==> src/rtl/csr_hpm_counters.sv <==
// ----------------------------------------------------------------------------
// csr_hpm_counters
//
// Machine-mode performance counter bank for the RV32 CSR unit. Holds mcycle,
// minstret and NUM_COUNTERS programmable mhpmcounters (each 64 bits, accessed
// as 32-bit low/high halves), the mhpmevent selectors, mcountinhibit,
// mcounteren and the user-mode read-only shadows.
//
// Optional feature macro: HPM_OVF_IRQ_EN
//   defined   -> sticky overflow status at 0x7C0 (write-1-to-clear) plus a
//                registered overflow interrupt request on ovf_irq_o.
//   undefined -> ovf_irq_o is tied low and 0x7C0 is unmapped.
//
// Ports:
//   clk_i          clock
//   rst_i          synchronous active-high reset
//   priv_level_i   privilege of the accessing instruction
//   csr_raddr_i    read address
//   csr_rdata_o    read data (combinational)
//   csr_hit_o      read address maps to a register in this block
//   csr_illegal_o  user shadow read blocked by mcounteren
//   csr_wen_i      write strobe
//   csr_waddr_i    write address
//   csr_wdata_i    write data
//   inst_commit_i  one instruction retired this cycle
//   event_vec_i    per-cycle event pulses
//   ovf_irq_o      registered overflow interrupt request
// ----------------------------------------------------------------------------
module csr_hpm_counters #(
  parameter int DATA_WIDTH   = 32,
  parameter int NUM_COUNTERS = 4,
  parameter int NUM_EVENTS   = 8
) (
  input  logic                  clk_i,
  input  logic                  rst_i,
  input  logic [1:0]            priv_level_i,
  input  logic [11:0]           csr_raddr_i,
  output logic [DATA_WIDTH-1:0] csr_rdata_o,
  output logic                  csr_hit_o,
  output logic                  csr_illegal_o,
  input  logic                  csr_wen_i,
  input  logic [11:0]           csr_waddr_i,
  input  logic [DATA_WIDTH-1:0] csr_wdata_i,
  input  logic                  inst_commit_i,
  input  logic [NUM_EVENTS-1:0] event_vec_i,
  output logic                  ovf_irq_o
);

  // Counter index n follows the CSR numbering: 0 = mcycle, 1 = time (not
  // implemented, kept at zero), 2 = minstret, 3.. = mhpmcounters.
  localparam int          TOP       = 2 + NUM_COUNTERS;
  localparam logic [32:0] LOW_ONES  = (33'h1 << (TOP + 1)) - 33'h1;
  localparam logic [31:0] IMPL_MASK = LOW_ONES[31:0] & ~32'h2;
  localparam logic [31:0] EVT_MASK  = 32'h8000_00FF;

  logic [63:0]  cnt_q [0:TOP];
  logic [63:0]  cnt_d [0:TOP];
  logic [31:0]  evt_q [0:NUM_COUNTERS-1];
  logic [31:0]  evt_d [0:NUM_COUNTERS-1];
  logic [31:0]  inhibit_q, inhibit_d;
  logic [31:0]  counteren_q, counteren_d;
  logic [255:0] evPad;
  logic [TOP:0] incReq;
  logic         wAcc;

`ifdef HPM_OVF_IRQ_EN
  logic [31:0] ovf_q, ovf_d;
  logic [31:0] ovfSet, ovfClr, ovfEn;
  logic        irq_q, irq_d;
`endif

  // Event vector shifted up by one so that selector value sel indexes
  // event_vec[sel-1] directly; sel = 0 and sel > NUM_EVENTS land on zeros.
  assign evPad = {{(256 - NUM_EVENTS){1'b0}}, event_vec_i} << 1;

  // Per-counter increment request before inhibit and write suppression.
  always_comb begin
    incReq    = '0;
    incReq[0] = 1'b1;
    incReq[2] = inst_commit_i;
    for (int i = 0; i < NUM_COUNTERS; i++) begin
      incReq[3 + i] = evPad[evt_q[i][7:0]];
    end
  end

  // Next-state for counters and control registers. A write to a counter half
  // takes precedence over, and cancels, that counter's increment this cycle.
  // The old inhibit value governs the current cycle's increments.
  always_comb begin
    cnt_d       = cnt_q;
    evt_d       = evt_q;
    inhibit_d   = inhibit_q;
    counteren_d = counteren_q;
`ifdef HPM_OVF_IRQ_EN
    ovfSet = '0;
    ovfClr = '0;
    ovfEn  = '0;
`endif
    wAcc = csr_wen_i && (priv_level_i >= csr_waddr_i[9:8]) &&
           (csr_waddr_i[11:10] != 2'b11);

    for (int n = 0; n <= TOP; n++) begin
      if (n != 1) begin
        if (wAcc && csr_waddr_i == 12'(32'hB00 + n)) begin
          cnt_d[n][31:0] = csr_wdata_i;
        end else if (wAcc && csr_waddr_i == 12'(32'hB80 + n)) begin
          cnt_d[n][63:32] = csr_wdata_i;
        end else if (incReq[n] && !inhibit_q[n]) begin
          cnt_d[n] = cnt_q[n] + 64'd1;
`ifdef HPM_OVF_IRQ_EN
          if (n >= 3 && (&cnt_q[n])) ovfSet[n] = 1'b1;
`endif
        end
      end
    end

    for (int i = 0; i < NUM_COUNTERS; i++) begin
      if (wAcc && csr_waddr_i == 12'(32'h323 + i)) evt_d[i] = csr_wdata_i & EVT_MASK;
    end
    if (wAcc && csr_waddr_i == 12'h320) inhibit_d   = csr_wdata_i & IMPL_MASK;
    if (wAcc && csr_waddr_i == 12'h306) counteren_d = csr_wdata_i & IMPL_MASK;

`ifdef HPM_OVF_IRQ_EN
    // New wraps win over a same-cycle clear so no overflow is lost.
    if (wAcc && csr_waddr_i == 12'h7C0) ovfClr = csr_wdata_i;
    ovf_d = (ovf_q & ~ovfClr) | ovfSet;
    for (int i = 0; i < NUM_COUNTERS; i++) ovfEn[3 + i] = evt_q[i][31];
    irq_d = |(ovf_d & ovfEn);
`endif
  end

  // Read decode. Shadows return the same halves as the machine counters but
  // are gated by mcounteren outside machine mode. Same-address writes are
  // forwarded only for addresses that decode legally.
  always_comb begin
    csr_rdata_o   = '0;
    csr_hit_o     = 1'b0;
    csr_illegal_o = 1'b0;
    for (int n = 0; n <= TOP; n++) begin
      if (n != 1) begin
        if (csr_raddr_i == 12'(32'hB00 + n)) begin
          csr_hit_o   = 1'b1;
          csr_rdata_o = cnt_q[n][31:0];
        end
        if (csr_raddr_i == 12'(32'hB80 + n)) begin
          csr_hit_o   = 1'b1;
          csr_rdata_o = cnt_q[n][63:32];
        end
        if (csr_raddr_i == 12'(32'hC00 + n) || csr_raddr_i == 12'(32'hC80 + n)) begin
          csr_hit_o = 1'b1;
          if (priv_level_i == 2'b11 || counteren_q[n]) begin
            csr_rdata_o = csr_raddr_i[7] ? cnt_q[n][63:32] : cnt_q[n][31:0];
          end else begin
            csr_illegal_o = 1'b1;
          end
        end
      end
    end
    for (int i = 0; i < NUM_COUNTERS; i++) begin
      if (csr_raddr_i == 12'(32'h323 + i)) begin
        csr_hit_o   = 1'b1;
        csr_rdata_o = evt_q[i];
      end
    end
    if (csr_raddr_i == 12'h320) begin
      csr_hit_o   = 1'b1;
      csr_rdata_o = inhibit_q;
    end
    if (csr_raddr_i == 12'h306) begin
      csr_hit_o   = 1'b1;
      csr_rdata_o = counteren_q;
    end
`ifdef HPM_OVF_IRQ_EN
    if (csr_raddr_i == 12'h7C0) begin
      csr_hit_o   = 1'b1;
      csr_rdata_o = ovf_q;
    end
`endif
    if (csr_wen_i && csr_waddr_i == csr_raddr_i && csr_hit_o && !csr_illegal_o) begin
      csr_rdata_o = csr_wdata_i;
    end
  end

  // State registers; reset has priority over every write and increment.
  always_ff @(posedge clk_i) begin
    if (rst_i) begin
      for (int n = 0; n <= TOP; n++) cnt_q[n] <= '0;
      for (int i = 0; i < NUM_COUNTERS; i++) evt_q[i] <= '0;
      inhibit_q   <= '0;
      counteren_q <= '0;
`ifdef HPM_OVF_IRQ_EN
      ovf_q <= '0;
      irq_q <= 1'b0;
`endif
    end else begin
      cnt_q       <= cnt_d;
      evt_q       <= evt_d;
      inhibit_q   <= inhibit_d;
      counteren_q <= counteren_d;
`ifdef HPM_OVF_IRQ_EN
      ovf_q <= ovf_d;
      irq_q <= irq_d;
`endif
    end
  end

`ifdef HPM_OVF_IRQ_EN
  assign ovf_irq_o = irq_q;
`else
  assign ovf_irq_o = 1'b0;
`endif

endmodule

==> config.mk <==
export PLATFORM = sky130hd
export DESIGN_NAME = csr_hpm_counters
export DESIGN_NICKNAME = d
export VERILOG_FILES = /design/src/rtl/csr_hpm_counters.sv
export SDC_FILE = /design/constraint.sdc
export NUM_CORES = 2
export LEC_CHECK = 0
export CAP_MARGIN = 20
export CORE_UTILIZATION = 25
export DETAILED_ROUTE_END_ITERATION = 16
export PLACE_DENSITY = 0.43
export SLEW_MARGIN = 20
export SYNTH_ARGS = -nofsm -noshare
export SYNTH_HDL_FRONTEND = slang
export SYNTH_SLANG_ARGS = --single-unit
==> constraint.sdc <==
create_clock -name clk_i -period 5.6 [get_ports clk_i]
set_input_delay 1.4 -clock clk_i [delete_from_list [all_inputs] [get_ports clk_i]]
set_output_delay 1.4 -clock clk_i [all_outputs]
set_load 0.05 [all_outputs]
==> summary.txt <==
Run status
  – Result of the run: complete, but fails checks
  – Violated checks: negative setup slack

Critical path
  – Category of the worst setup path capture point: output pin
  – Biggest fanout along the worst timing path: 7
  – Source of the worst register-to-register timing path: cnt_q[68]
  – Required time worst endpoint: 4200 ps
  – Critical Path, Cell by Cell: clkdlybuf4s15_2 -> or4_4 -> nor3_2 -> buf_4 -> buf_4 -> buf_4 -> buf_4 -> a221oi_1 -> nand3_1 -> o2111ai_1 -> o211ai_1 -> mux2_2 -> buf_12
  – Worst Path Arrival: 4210 ps
  – Type of origin of the critical path: primary input
  – CP delay by family, top: buffers and inverters
  – Biggest cell delay along the critical path: 560 ps
  – Endpoint of the worst register-to-register path: cnt_q[122]
  – Cell occurring most often along the worst timing path: buf_4
  – Internal reg-to-reg setup slack: 1790 ps
  – FF-to-FF path depth: 7
  – Number of buffer and inverter instances along the worst setup path: 6
  – Worst path slowest cell: or4_4
  – CP Class: primary input to output pin

Floorplanning
  – Die Y: 352 µm
  – Starting density of the core: 0.252
  – I/O Pins: 105
  – Area of the core region: 122000 µm²
  – Die outline width: 352 µm
  – DIE AREA: 124000 µm²
  – # rows: 128

Synthesis
  – Avg Cell Area, Syn: 7.30 µm²
  – Number of distinct library cells after synthesis: 94
  – Post-synth EDFFs: 0
  – Syn. warnings: 0
  – Synth Register Bits: 432
  – Top cells by area, synth: dfxtp_1 (28%), a211oi_1 (6.3%), nor2_1 (5.6%)
  – Netlist area before placement: 30600 µm²
  – Post-Synthesis Net Count: 4274
  – Synth async-reset ratio: 0
  – Yosys top cell area share: 0.282
  – Sequential share of the synthesized area: 0.282
  – Cell accounting for the most synthesized area: dfxtp_1
  – Cell count after synthesis: 4196
  – Post-synth top flop: dfxtp_1

GRT
  – Met2 usage: 0.423
  – Met3 track demand over resource: 0.0333
  – Largest net degree at the start of global routing: 146
  – Combined global-route utilization of all metal layers: 0.273
  – Met1 capacity usage during global routing: 0.378
  – Global-route wire length before repair: 250000 µm
  – Most crowded layer after global routing: met2
  – GRT Residual Overflow: 0
  – Number of antenna violations at the first check in global routing: 5
  – Via count of the first global-routing pass: 33030

Power
  – Tot Pwr: 7.75 mW
  – Power per cell area: 195 nW/µm²
  – Peak supply drop: 203 µV
  – Leak pwr: 13.8 nW

Layout
  – Layout area overhead: 30.0%
  – Most common cell after layout, fill and taps aside: nor2_1
  – Net total in the final layout: 4548
  – Most used cells in the layout excluding fill and tap cells: nor2_1 (455), buf_4 (435), dfxtp_1 (432)
  – Layout cell share with drive strength beyond 1: 0.196

Timing
  – Max-Slew Margin vs Limit: 0.358
  – Setup TNS: -11.3 ps
  – Unrepaired setup endpoints after global routing: true
  – Min Clock Period, post-route: 5610 ps
  – Final-report hold violation count: 0
  – Count of endpoints failing setup in the final report: 2
  – Final worst path period share: 1.00
  – Max Freq: 178 MHz
  – Total count of max-transition violations in the final report: 0
  – Clock Skews: 28.5 ps
  – Worst Max-Slew Pin Slew: 952 ps
  – Slack of the critical path: -9.13 ps

Detailed routing
  – Drt first pass iters: 6
  – Number of violations reported at the end of detailed-routing iteration 0: 4525
  – Via count of the routed design: 36117
  – # DRC: 0
  – Average wire per cell in the routed design: 28.8 µm
  – Final wirelength: 177000 µm
  – Vias/cell: 5.88
  – Final ANT Viol Nets: 0

Hold path
  – Class of the most critical hold timing path: register to register
  – Startpoint of the lowest-slack hold path: evt_q[95]
  – Endpoint of the worst hold path: evt_q[95]
  – Hold Crit Depth: 2

CTS
  – Buffer depth of the longest clock path: 3
  – Total CTS buffers: 57
  – TritonCTS clock tree: yes
  – Cell at the root of the clock tree: clkbuf_16
  – Insertion delay to the later sink of the worst-skew pair: 670 ps
  – Clock-pin slew on the worst setup and hold paths: 50 ps
  – Number of levels in the clock H-tree: 2
  – Hold_buf cts: 0
  – Number of sinks on the clock net: 432

Placed design
  – Post-detail-place hpwl: 134000 µm
  – Number of buffer cells added on primary ports: 103
  – Final RePlAce weighted congestion: 1.01

Flow run
  – Max capacitance violation total: 0
## worst max path at each step
| stage | from | end | slack (ps) | depth (start not counted) |
|---|---|---|---|---|
| finish | csr_raddr_i[5] | csr_rdata_o[27] | -9 | 13 |
| global placement | csr_raddr_i[4] | csr_rdata_o[4] | -890 | 12 |
| floorplan | csr_raddr_i[5] | csr_rdata_o[29] | 20 | 10 |
| detailed placement | csr_raddr_i[4] | csr_rdata_o[4] | -990 | 12 |
| CTS | csr_raddr_i[1] | csr_rdata_o[4] | 1 | 13 |
| global route | csr_raddr_i[5] | csr_rdata_o[0] | -20 | 13 |
## cells in the mapped netlist (all sizes together), types with 10 or more instances
| master | number |
|---|---|
| nand4 | 120 |
| and3 | 101 |
| buf | 61 |
| nand2 | 379 |
| o21a | 13 |
| or3 | 62 |
| a221oi | 69 |
| mux2i | 76 |
| o41ai | 17 |
| o221ai | 28 |
| a31oi | 45 |
| a211oi | 257 |
| a21oi | 305 |
| a211o | 10 |
| o31ai | 24 |
| a2111oi | 12 |
| xor2 | 102 |
| nor4 | 42 |
| nand2b | 23 |
| a22oi | 59 |
| clkbuf | 327 |
| xnor2 | 86 |
| mux2 | 42 |
| nor2 | 461 |
| a311oi | 33 |
| dfxtp | 432 |
| o211ai | 16 |
| a21o | 25 |
| nand3 | 228 |
| a221o | 19 |
| a22o | 17 |
| o22ai | 36 |
| and4 | 39 |
| nor3 | 98 |
| inv | 58 |
| o21ai | 276 |
| and2 | 29 |
| or4 | 13 |
## logic make-up (layout without fill, tap and decap cells)
| group | after synthesis | after routing | synth area share |
|---|---|---|---|
| flops | 432 | 432 | 0.282 |
| xor+xnor | 188 | 188 | 0.0537 |
| fa+ha+maj | 8 | 8 | 0.00327 |
| compound gates | 1338 | 1338 | 0.291 |
| simple gates | 1661 | 1661 | 0.269 |
| mux | 122 | 122 | 0.0432 |
| other cells | 1 | 3 | 0.000122 |
| buf+inv | 446 | 769 | 0.0572 |
## worst min-delay path, delay by kind of cell, from the launching register on
kind               cells  cell delay [ps]
DFF                    1              310
AOI/OAI and AO/OA      1               50
and+or+nand+nor        1               50
## layer usage
layer	share of wire	vias to the layer above	wire length (µm)
met4	0.052	0	9210
met1	0.44	17724	77300
li1	-	16347	-
met5	0	-	0
met3	0.072	336	12800
met2	0.44	1710	77500
## metrics by stage
step	util	std cells	hold WS, ps	worst slack (ps)	cell area, µm²
after detailed placement	0.300	6001	452	-990	36500
after global placement	0.300	6001	445	-890	36500
after CTS	0.324	6124	459	1.11	39400
after floorplan	-	4196	436	18.6	30600
after global routing	0.327	6144	491	-24.5	39800
final	0.327	6146	461	-9.13	39800
## where the power goes
part | internal, mW | switching [mW] | total [mW]
Combinational | 0.174 | 0.389 | 0.563
Sequential | 3.08 | 0.00722 | 3.08
Clock | 2.43 | 1.67 | 4.10
Total | 5.68 | 2.07 | 7.75
## layout make-up
class                   count  area, µm²
multi-input cells        3318      21300
fillers                 13122      81900
flip-flops and latches    432       8650
clock buffers              78       1690
well taps                1625       2030
clock inverters            30        357
inverters                  58        218
repair buffers            603       5580
diodes                      2       5.00
## flip-flops by register name (all words and copies together), names as in the netlist
name	flops
evt_q	36
inhibit_q	6
counteren_q	6
cnt_q	384
## repair_timing
| item | 4_1_cts | 5_1_grt |
|---|---|---|
| gates cloned | 2 | 0 |
| resized for setup | 198 | 72 |
| buffers inserted | 15 | 21 |
| hold endpoints to repair | 0 | 0 |
| setup endpoints to repair | 32 | 32 |
| pin swaps | 50 | 34 |
Power figures use the tool's default switching activity.
